`src/rtl/mem_access_unit_pkg.sv`:
```
// -----------------------------------------------------------------------------
// mem_access_unit_pkg
// Shared definitions for the MEM-stage load/store engine:
//   - mem_size encodings produced by instruction decode
//   - FSM state encoding of the access sequencer
//   - default bus timeout
//   - lane extension helper used by the load path
// -----------------------------------------------------------------------------
package mem_access_unit_pkg;

   // Access size as decoded from the instruction; 2'b11 is reserved and is
   // handled everywhere as a word access.
   localparam logic [1:0] MEM_SIZE_WORD = 2'b00;
   localparam logic [1:0] MEM_SIZE_HALF = 2'b01;
   localparam logic [1:0] MEM_SIZE_BYTE = 2'b10;

   // Cycles allowed in REQ+RESP before the bus is declared hung.
   localparam int TIMEOUT_CYCLES_DEFAULT = 255;

   typedef enum logic [1:0] {
      ST_IDLE = 2'b00,
      ST_REQ  = 2'b01,
      ST_RESP = 2'b10,
      ST_DONE = 2'b11
   } mau_state_e;

   // Extend a 16-bit lane to 32 bits; narrower lanes are passed in
   // pre-positioned with their sign bit selected by the caller.
   function automatic logic [31:0] extend16(input logic [15:0] lane,
                                            input logic        sign_bit);
      return {{16{sign_bit}}, lane};
   endfunction

endpackage

```
`src/rtl/mem_lane_align.sv`:
```
// -----------------------------------------------------------------------------
// mem_lane_align
// Purely combinational lane logic for the load/store engine.
// Store side (driven from the live MEM-stage inputs):
//   st_size, st_lane  : access size and addr[1:0]
//   store_data        : rt value
//   be, wdata         : byte enables and lane-replicated write data
//   misalign          : word not on a 4-byte or half not on a 2-byte boundary
// Load side (driven from the captured access fields):
//   ld_size, ld_lane, ld_signed : captured size, addr[1:0], extension mode
//   rdata             : bus read word
//   ld_ext            : extracted and extended load result
// -----------------------------------------------------------------------------
module mem_lane_align
   import mem_access_unit_pkg::*;
(
   input  logic [1:0]  st_size,
   input  logic [1:0]  st_lane,
   input  logic [31:0] store_data,
   output logic [3:0]  be,
   output logic [31:0] wdata,
   output logic        misalign,
   input  logic [1:0]  ld_size,
   input  logic [1:0]  ld_lane,
   input  logic        ld_signed,
   input  logic [31:0] rdata,
   output logic [31:0] ld_ext
);

   logic [7:0]  byte_lane;
   logic [15:0] half_lane;

   // Store path: the bus sees a full word, so narrow data is replicated into
   // every lane and the byte enables pick the one that matters.
   // NOTE: every output of a combinational block gets a default before the
   // case statement, so no path can leave it unassigned and infer a latch.
   always_comb begin
      be       = 4'b1111;
      wdata    = store_data;
      misalign = 1'b0;
      case (st_size)
         MEM_SIZE_BYTE: begin
            be    = 4'b0001 << st_lane;
            wdata = {4{store_data[7:0]}};
         end
         MEM_SIZE_HALF: begin
            be       = st_lane[1] ? 4'b1100 : 4'b0011;
            wdata    = {2{store_data[15:0]}};
            misalign = st_lane[0];
         end
         default: misalign = |st_lane;
      endcase
   end

   // Load path: pick the addressed lane, then extend it.
   always_comb begin
      case (ld_lane)
         2'd0:    byte_lane = rdata[7:0];
         2'd1:    byte_lane = rdata[15:8];
         2'd2:    byte_lane = rdata[23:16];
         default: byte_lane = rdata[31:24];
      endcase
      half_lane = ld_lane[1] ? rdata[31:16] : rdata[15:0];

      ld_ext = rdata;
      case (ld_size)
         MEM_SIZE_BYTE: ld_ext = {{24{ld_signed & byte_lane[7]}}, byte_lane};
         MEM_SIZE_HALF: ld_ext = extend16(half_lane, ld_signed & half_lane[15]);
         default:       ld_ext = rdata;
      endcase
   end

endmodule

```
`src/rtl/mem_access_unit.sv`:
```
// -----------------------------------------------------------------------------
// mem_access_unit
// MEM-stage load/store engine. Takes the decoded memory control word and the
// ALU effective address, runs one access on a valid/ready data bus, and
// returns the aligned, extended load result.
// Ports:
//   clk, rst_n                 : clock, asynchronous active-low reset
//   mem_read, mem_write        : load / store request (write wins if both)
//   mem_size, load_signed      : access size, extension mode for loads
//   kill                       : squash the request (looked at in IDLE only)
//   addr, store_data           : effective address, rt value
//   stall                      : hold IF..MEM while the access is in flight
//   ld_data, done              : load result, one-cycle completion pulse
//   misalign, bus_err          : unaligned-access pulse, bus-timeout pulse
//   bus_valid/ready/we/addr/be/wdata : request channel
//   bus_rvalid, bus_rdata      : read response channel
// -----------------------------------------------------------------------------
module mem_access_unit
   import mem_access_unit_pkg::*;
#(
   parameter int ADDR_W         = 32,
   parameter int TIMEOUT_CYCLES = TIMEOUT_CYCLES_DEFAULT
)(
   input  logic              clk,
   input  logic              rst_n,
   input  logic              mem_read,
   input  logic              mem_write,
   input  logic [1:0]        mem_size,
   input  logic              load_signed,
   input  logic              kill,
   input  logic [31:0]       addr,
   input  logic [31:0]       store_data,
   output logic              stall,
   output logic [31:0]       ld_data,
   output logic              done,
   output logic              misalign,
   output logic              bus_err,
   output logic              bus_valid,
   input  logic              bus_ready,
   output logic              bus_we,
   output logic [ADDR_W-1:0] bus_addr,
   output logic [3:0]        bus_be,
   output logic [31:0]       bus_wdata,
   input  logic              bus_rvalid,
   input  logic [31:0]       bus_rdata
);

   localparam int CNT_W = (TIMEOUT_CYCLES > 0) ? $clog2(TIMEOUT_CYCLES + 1) : 1;

   mau_state_e        state_q, state_d;
   logic [ADDR_W-1:0] addr_q, addr_d;
   logic [3:0]        be_q, be_d;
   logic [31:0]       wdata_q, wdata_d;
   logic              we_q, we_d;
   logic [1:0]        size_q, size_d;
   logic              signed_q, signed_d;
   logic [1:0]        lane_q, lane_d;
   logic [31:0]       ld_data_q, ld_data_d;
   logic [CNT_W-1:0]  cnt_q, cnt_d;

   logic        req;
   logic        timeout_hit;
   logic        st_misalign;
   logic [3:0]  st_be;
   logic [31:0] st_wdata;
   logic [31:0] ld_ext;

   mem_lane_align u_lane_align (
      .st_size    (mem_size),
      .st_lane    (addr[1:0]),
      .store_data (store_data),
      .be         (st_be),
      .wdata      (st_wdata),
      .misalign   (st_misalign),
      .ld_size    (size_q),
      .ld_lane    (lane_q),
      .ld_signed  (signed_q),
      .rdata      (bus_rdata),
      .ld_ext     (ld_ext)
   );

   assign req         = (mem_read | mem_write) & ~kill;
   assign timeout_hit = (TIMEOUT_CYCLES != 0) && (cnt_q == CNT_W'(TIMEOUT_CYCLES));

   always_comb begin
      state_d   = state_q;
      addr_d    = addr_q;
      be_d      = be_q;
      wdata_d   = wdata_q;
      we_d      = we_q;
      size_d    = size_q;
      signed_d  = signed_q;
      lane_d    = lane_q;
      ld_data_d = ld_data_q;
      cnt_d     = cnt_q;
      stall     = 1'b0;
      done      = 1'b0;
      misalign  = 1'b0;
      bus_err   = 1'b0;
      bus_valid = 1'b0;

      case (state_q)
         ST_IDLE: begin
            if (req) begin
               if (st_misalign) begin
                  // Rejected here: no bus traffic, pipeline not held.
                  misalign = 1'b1;
               end else begin
                  // Stall must rise in this very cycle so the instruction
                  // stays in MEM while the bus access runs.
                  stall    = 1'b1;
                  state_d  = ST_REQ;
                  addr_d   = {addr[ADDR_W-1:2], 2'b00};
                  be_d     = st_be;
                  wdata_d  = st_wdata;
                  we_d     = mem_write;
                  size_d   = mem_size;
                  signed_d = load_signed;
                  lane_d   = addr[1:0];
                  cnt_d    = '0;
               end
            end
         end
         ST_REQ: begin
            if (timeout_hit) begin
               bus_err = 1'b1;
               state_d = ST_IDLE;
            end else begin
               bus_valid = 1'b1;
               stall     = 1'b1;
               cnt_d     = cnt_q + 1'b1;
               if (bus_ready) state_d = we_q ? ST_DONE : ST_RESP;
            end
         end
         ST_RESP: begin
            if (timeout_hit) begin
               // ld_data deliberately keeps its previous value.
               bus_err = 1'b1;
               state_d = ST_IDLE;
            end else begin
               stall = 1'b1;
               cnt_d = cnt_q + 1'b1;
               if (bus_rvalid) begin
                  ld_data_d = ld_ext;
                  state_d   = ST_DONE;
               end
            end
         end
         ST_DONE: begin
            done    = 1'b1;
            state_d = ST_IDLE;
         end
         default: state_d = ST_IDLE;
      endcase
   end

   // NOTE: sequential state uses non-blocking assignments so every flop
   // samples the values computed before this edge, regardless of block order.
   always_ff @(posedge clk or negedge rst_n) begin
      if (!rst_n) begin
         state_q   <= ST_IDLE;
         addr_q    <= '0;
         be_q      <= '0;
         wdata_q   <= '0;
         we_q      <= 1'b0;
         size_q    <= MEM_SIZE_WORD;
         signed_q  <= 1'b0;
         lane_q    <= '0;
         ld_data_q <= '0;
         cnt_q     <= '0;
      end else begin
         state_q   <= state_d;
         addr_q    <= addr_d;
         be_q      <= be_d;
         wdata_q   <= wdata_d;
         we_q      <= we_d;
         size_q    <= size_d;
         signed_q  <= signed_d;
         lane_q    <= lane_d;
         ld_data_q <= ld_data_d;
         cnt_q     <= cnt_d;
      end
   end

   // Request fields come straight from flops so they are stable for the
   // whole REQ phase regardless of what the pipeline presents meanwhile.
   assign bus_addr  = addr_q;
   assign bus_be    = be_q;
   assign bus_wdata = wdata_q;
   assign bus_we    = we_q;
   assign ld_data   = ld_data_q;

endmodule

```
`config.mk`:
```
export PLATFORM = sky130hd
export DESIGN_NAME = mem_access_unit
export DESIGN_NICKNAME = d
export VERILOG_FILES = /design/src/rtl/mem_access_unit_pkg.sv /design/src/rtl/mem_lane_align.sv /design/src/rtl/mem_access_unit.sv
export SDC_FILE = /design/constraint.sdc
export NUM_CORES = 1
export LEC_CHECK = 0
export BUFFER_PORTS_ARGS = -buffer_cell sky130_fd_sc_hd__buf_2
export CELL_PAD_IN_SITES_DETAIL_PLACEMENT = 0
export CELL_PAD_IN_SITES_GLOBAL_PLACEMENT = 1
export CORE_MARGIN = 8
export CORE_UTILIZATION = 37
export DETAILED_ROUTE_END_ITERATION = 8
export PLACE_DENSITY = 0.88
export SYNTH_ARGS = -nofsm -noshare
export SYNTH_HDL_FRONTEND = slang
export SYNTH_SLANG_ARGS = --single-unit
```
`constraint.sdc`:
```
create_clock -name clk -period 2.3 [get_ports clk]
set_input_delay 0.115 -clock clk [delete_from_list [all_inputs] [get_ports clk]]
set_output_delay 0.115 -clock clk [all_outputs]
set_load 0.005 [all_outputs]
```
==> impl_metrics.csv <==
group,metric,value,unit
floorplan,chipHeight,138,µm
global_route,grt-ovfl-total,0,
synthesis,synth-adder-area-share,2.06,%
synthesis,synth_top_area_share,52.1,%
critical_path,worstReg2RegEnd,"cnt_q[5]$_DFFE_PN0P_",
detailed_routing,wl_per_cell,18.0,µm
critical_path,rrSetupSlack,0.30,ns
synthesis,yosysWarningCount,0,
final_layout,drive_gt1_share,39.2,%
global_route,antenna_found_initial,0,
pwr,p_int,6.83,mW
job,drv_cap,0,
clocking,cts_max_level,4,
detailed_routing,drcViolationCount,0,
final_layout,seqCellArea,2850,µm²
critical_path,worstPathBufferInverterCount,4,
clocking,clock_path_buffers,2,
final_layout,nets,886,
min_path,hold_class,"in2reg",
final_layout,area_growth_syn_to_layout,43.9,%
detailed_routing,ant_nets,0,
outcome,outcome,"complete, no violations",
final_layout,final_common_cell,"buf_2",
pwr,combinationalPowerShare,40.2,%
floorplan,die-area,19000,µm²
pwr,p_per_area,1330,nW/µm²
detailed_routing,vias_per_cell,5.14,
timing,slew_violations,0,
final_layout,final_core_util,54.4,%
min_path,hp-start,"store_data[30]",
timing,setup_viol,0,
min_path,whs_path_depth,3,
floorplan,row_count,44,
detailed_routing,first_pass_iters,7,
synthesis,synth_seq_area_share,52.1,%
placed_design,gp_congestion,0.828,
synthesis,yosys.area_share.simple,12.0,%
pwr,finalPower,10.5,mW
pwr,clockPowerShare,26.1,%
floorplan,start_util,37.8,%
detailed_routing,wl,17500,µm
final_layout,multi_input_area,2450,µm²
pwr,leakage,3.78,nW
placed_design,hpwlAfterDp,12900,µm
synthesis,synth_top_family_by_area,"compound AO/OA/AOI/OAI gates",
synthesis,synth-xor-area-share,0,%
clocking,clock_latency,0.40,ns
synthesis,synth_edf_count,0,
critical_path,end_kind,"output port",
critical_path,worst_ep_required_time,2.18,ns
timing,whs,0.0158,ns
timing,skew,0.00646,ns
timing,tightest_slew,0.661,ns
critical_path,critPathMaxStageDelay,0.55,ns
timing,rsz0062_at_grt,"false",
global_route,grt_pass1_wl,27500,µm
critical_path,critPathMaxFanout,40,
clocking,post_cts_buffers,0,
critical_path,cp_common_cell,"buf_2",
critical_path,cp.depth,8,
synthesis,syn_area,5480,µm²
clocking,numCtsBuffers,17,
global_route,grt_pass1_vias,5369,
placed_design,io_buffers,209,
floorplan,num_io_pins,212,
floorplan,fp.dieW,138,µm
critical_path,r2r_cells,6,
final_layout,filler_cell_count,1275,
critical_path,cpLargestDelayFamily,"buffers and inverters",
global_route,grt_use_total,18.5,%
pwr,swShare,34.8,%
pwr,switchingPower,3.65,mW
min_path,min_to,"bus_wdata[30]$_DFFE_PN0P_",
clocking,cts_root_buf,"clkbuf_16",
synthesis,synthCells,515,
synthesis,synth.distinct_cells,50,
synthesis,synth_mux_area_share,10.9,%
timing,fin_crit_sh,93.8,%
clocking,cts_tree,"built",
synthesis,synth_seq_cells,114,
synthesis,synthArstFlopShare,100,%
critical_path,cp-start-kind,"input port",
floorplan,coreArea,14500,µm²
synthesis,synthTopCellsByArea,"dfrtp_1 (52%), mux2_2 (8.6%), nand2_1 (3.7%)",
detailed_routing,first_iter_violations,232,
pwr,p_seq_share,33.7,%
global_route,grt_max_degree,70,
synthesis,syn_avg_cell_area,10.6,µm²
timing,max_freq,464,MHz
synthesis,synth_compound_area_share,19.0,%
critical_path,critical-path-slowest-cell,"dlygate4sd3_1",
timing,setup_tns,0,ns
critical_path,crit_type,"in2out",
detailed_routing,vias,4984,
timing,period_minus_slack,2.16,ns
critical_path,cp.arrival,2.04,ns
clocking,clk_pin_slew,0.05,ns
critical_path,r2r_start,"state_q[0]$_DFFE_PN0P_",
clocking,cts_sinks,114,
synthesis,synth_flop_cell,"dfrtp_1",
timing,final_hold_viol_count,0,
critical_path,path_cells,"dlygate4sd3_1 > buf_2 > ha_1 > o21ai_4 > nand4_4 > buf_12 > a21oi_1 > buf_2",
pwr,ir_drop,0.671,mV
timing,worst_slew_margin_rel,56.0,%
synthesis,yosys.area.top_type,"dfrtp_1",
final_layout,most-common-layout-cells,"buf_2 (208), dfrtp_1 (114), nand2_1 (54), dlygate4sd3_1 (48), mux2_2 (42)",
[cell usage after synthesis (2+ instances only)]
master / number
a22o_1: 6
o22ai_1: 20
nand2b_1: 2
buf_4: 4
nand2_1: 54
or4_1: 4
a21o_1: 2
nor4_1: 2
nand3_1: 4
o21bai_1: 3
o311ai_0: 2
a22oi_1: 9
inv_1: 12
clkbuf_1: 18
buf_2: 11
a21oi_1: 25
and3_1: 2
nand4_1: 2
o21ba_2: 3
nor3_1: 4
o21ai_0: 30
mux2i_1: 10
and2_1: 4
ha_1: 9
nor2b_1: 26
nor2_1: 25
a31oi_1: 11
a221oi_1: 8
o31ai_1: 22
dfrtp_1: 114
o21a_1: 7
mux2_2: 42
[sequential cells by signal, indices dropped and copies added (netlist names)]
| signal | count |
|---|---|
| bus_wdata | 32 |
| ld_data | 32 |
| signed_q | 1 |
| bus_we | 1 |
| bus_be | 4 |
| cnt_q | 8 |
| bus_addr | 30 |
| size_q | 2 |
| state_q | 2 |
| lane_q | 2 |
[area by class of cell]
class	count	share of cell area, %
sequential	114	36.2
clock buffer	24	6.37
timing repair buffer	270	21.3
inverter	13	0.619
tap	184	2.92
clock inverter	8	1.57
multi-input combinational	355	31.0
antenna	1	0.0317
[per-stage QoR]
step,worst slack (ns),std cells,area [µm²]
finish,0.143,969,7880
global route,0.00759,968,7880
CTS,0.103,968,7870
detailed placement,0.312,888,6760
global placement,0.403,888,6760
floorplan,0.603,516,5480
[cell families after synthesis]
group	Yosys count
AO/OA/AOI/OAI	156
AND/OR/NAND/NOR	135
flip-flops	114
multiplexers	53
buffers and inverters	47
adder cells (fa/ha/maj)	9
other	1
[worst reg2reg max path, stage by stage, from the launching register on]
cell and delay (ns):
dfrtp_1 0.40, inv_1 0.09, ha_1 0.39, nor2b_1 0.20, a21oi_1 0.16, or4_1 0.53
a21oi_1 0.16
[metal layers]
metal	vias to the layer above	routed length, µm	global-route usage [%]
met5	-	0	0
met3	16	1780	7.77
li1	2384	-	-
met1	2387	6930	21.1
met2	197	8490	30.4
met4	0	255	7.00
[what timing repair did]
item                                    CTS  global route
endpoints found under the setup margin    1             1
gates cloned                              0             0
hold buffers                             48             0
gates resized for setup                   1             1
endpoints found under the hold margin    83             0
[how the worst max path moves through the flow]
stage,startpoint,endpoint,slack [ns]
after CTS,mem_size[1],stall,0.10
final,mem_size[1],stall,0.14
after global placement,mem_size[0],cnt_q[3]$_DFFE_PN0P_,0.40
after detailed placement,state_q[0]$_DFFE_PN0P_,cnt_q[5]$_DFFE_PN0P_,0.31
after global routing,state_q[0]$_DFFE_PN0P_,misalign,0.008
after floorplan,state_q[0]$_DFFE_PN0P_,cnt_q[3]$_DFFE_PN0P_,0.60
[power groups by stage]
stage               Clock [mW]  Sequential [mW]  Combinational (mW)
floorplan                    0             3.54                2.35
global placement             0             3.48                4.10
detailed placement           0             3.55                4.19
CTS                       2.79             3.54                4.26
global route              2.89             3.65                4.70
finish                    2.74             3.53                4.22
Power figures use the tool's default switching activity.
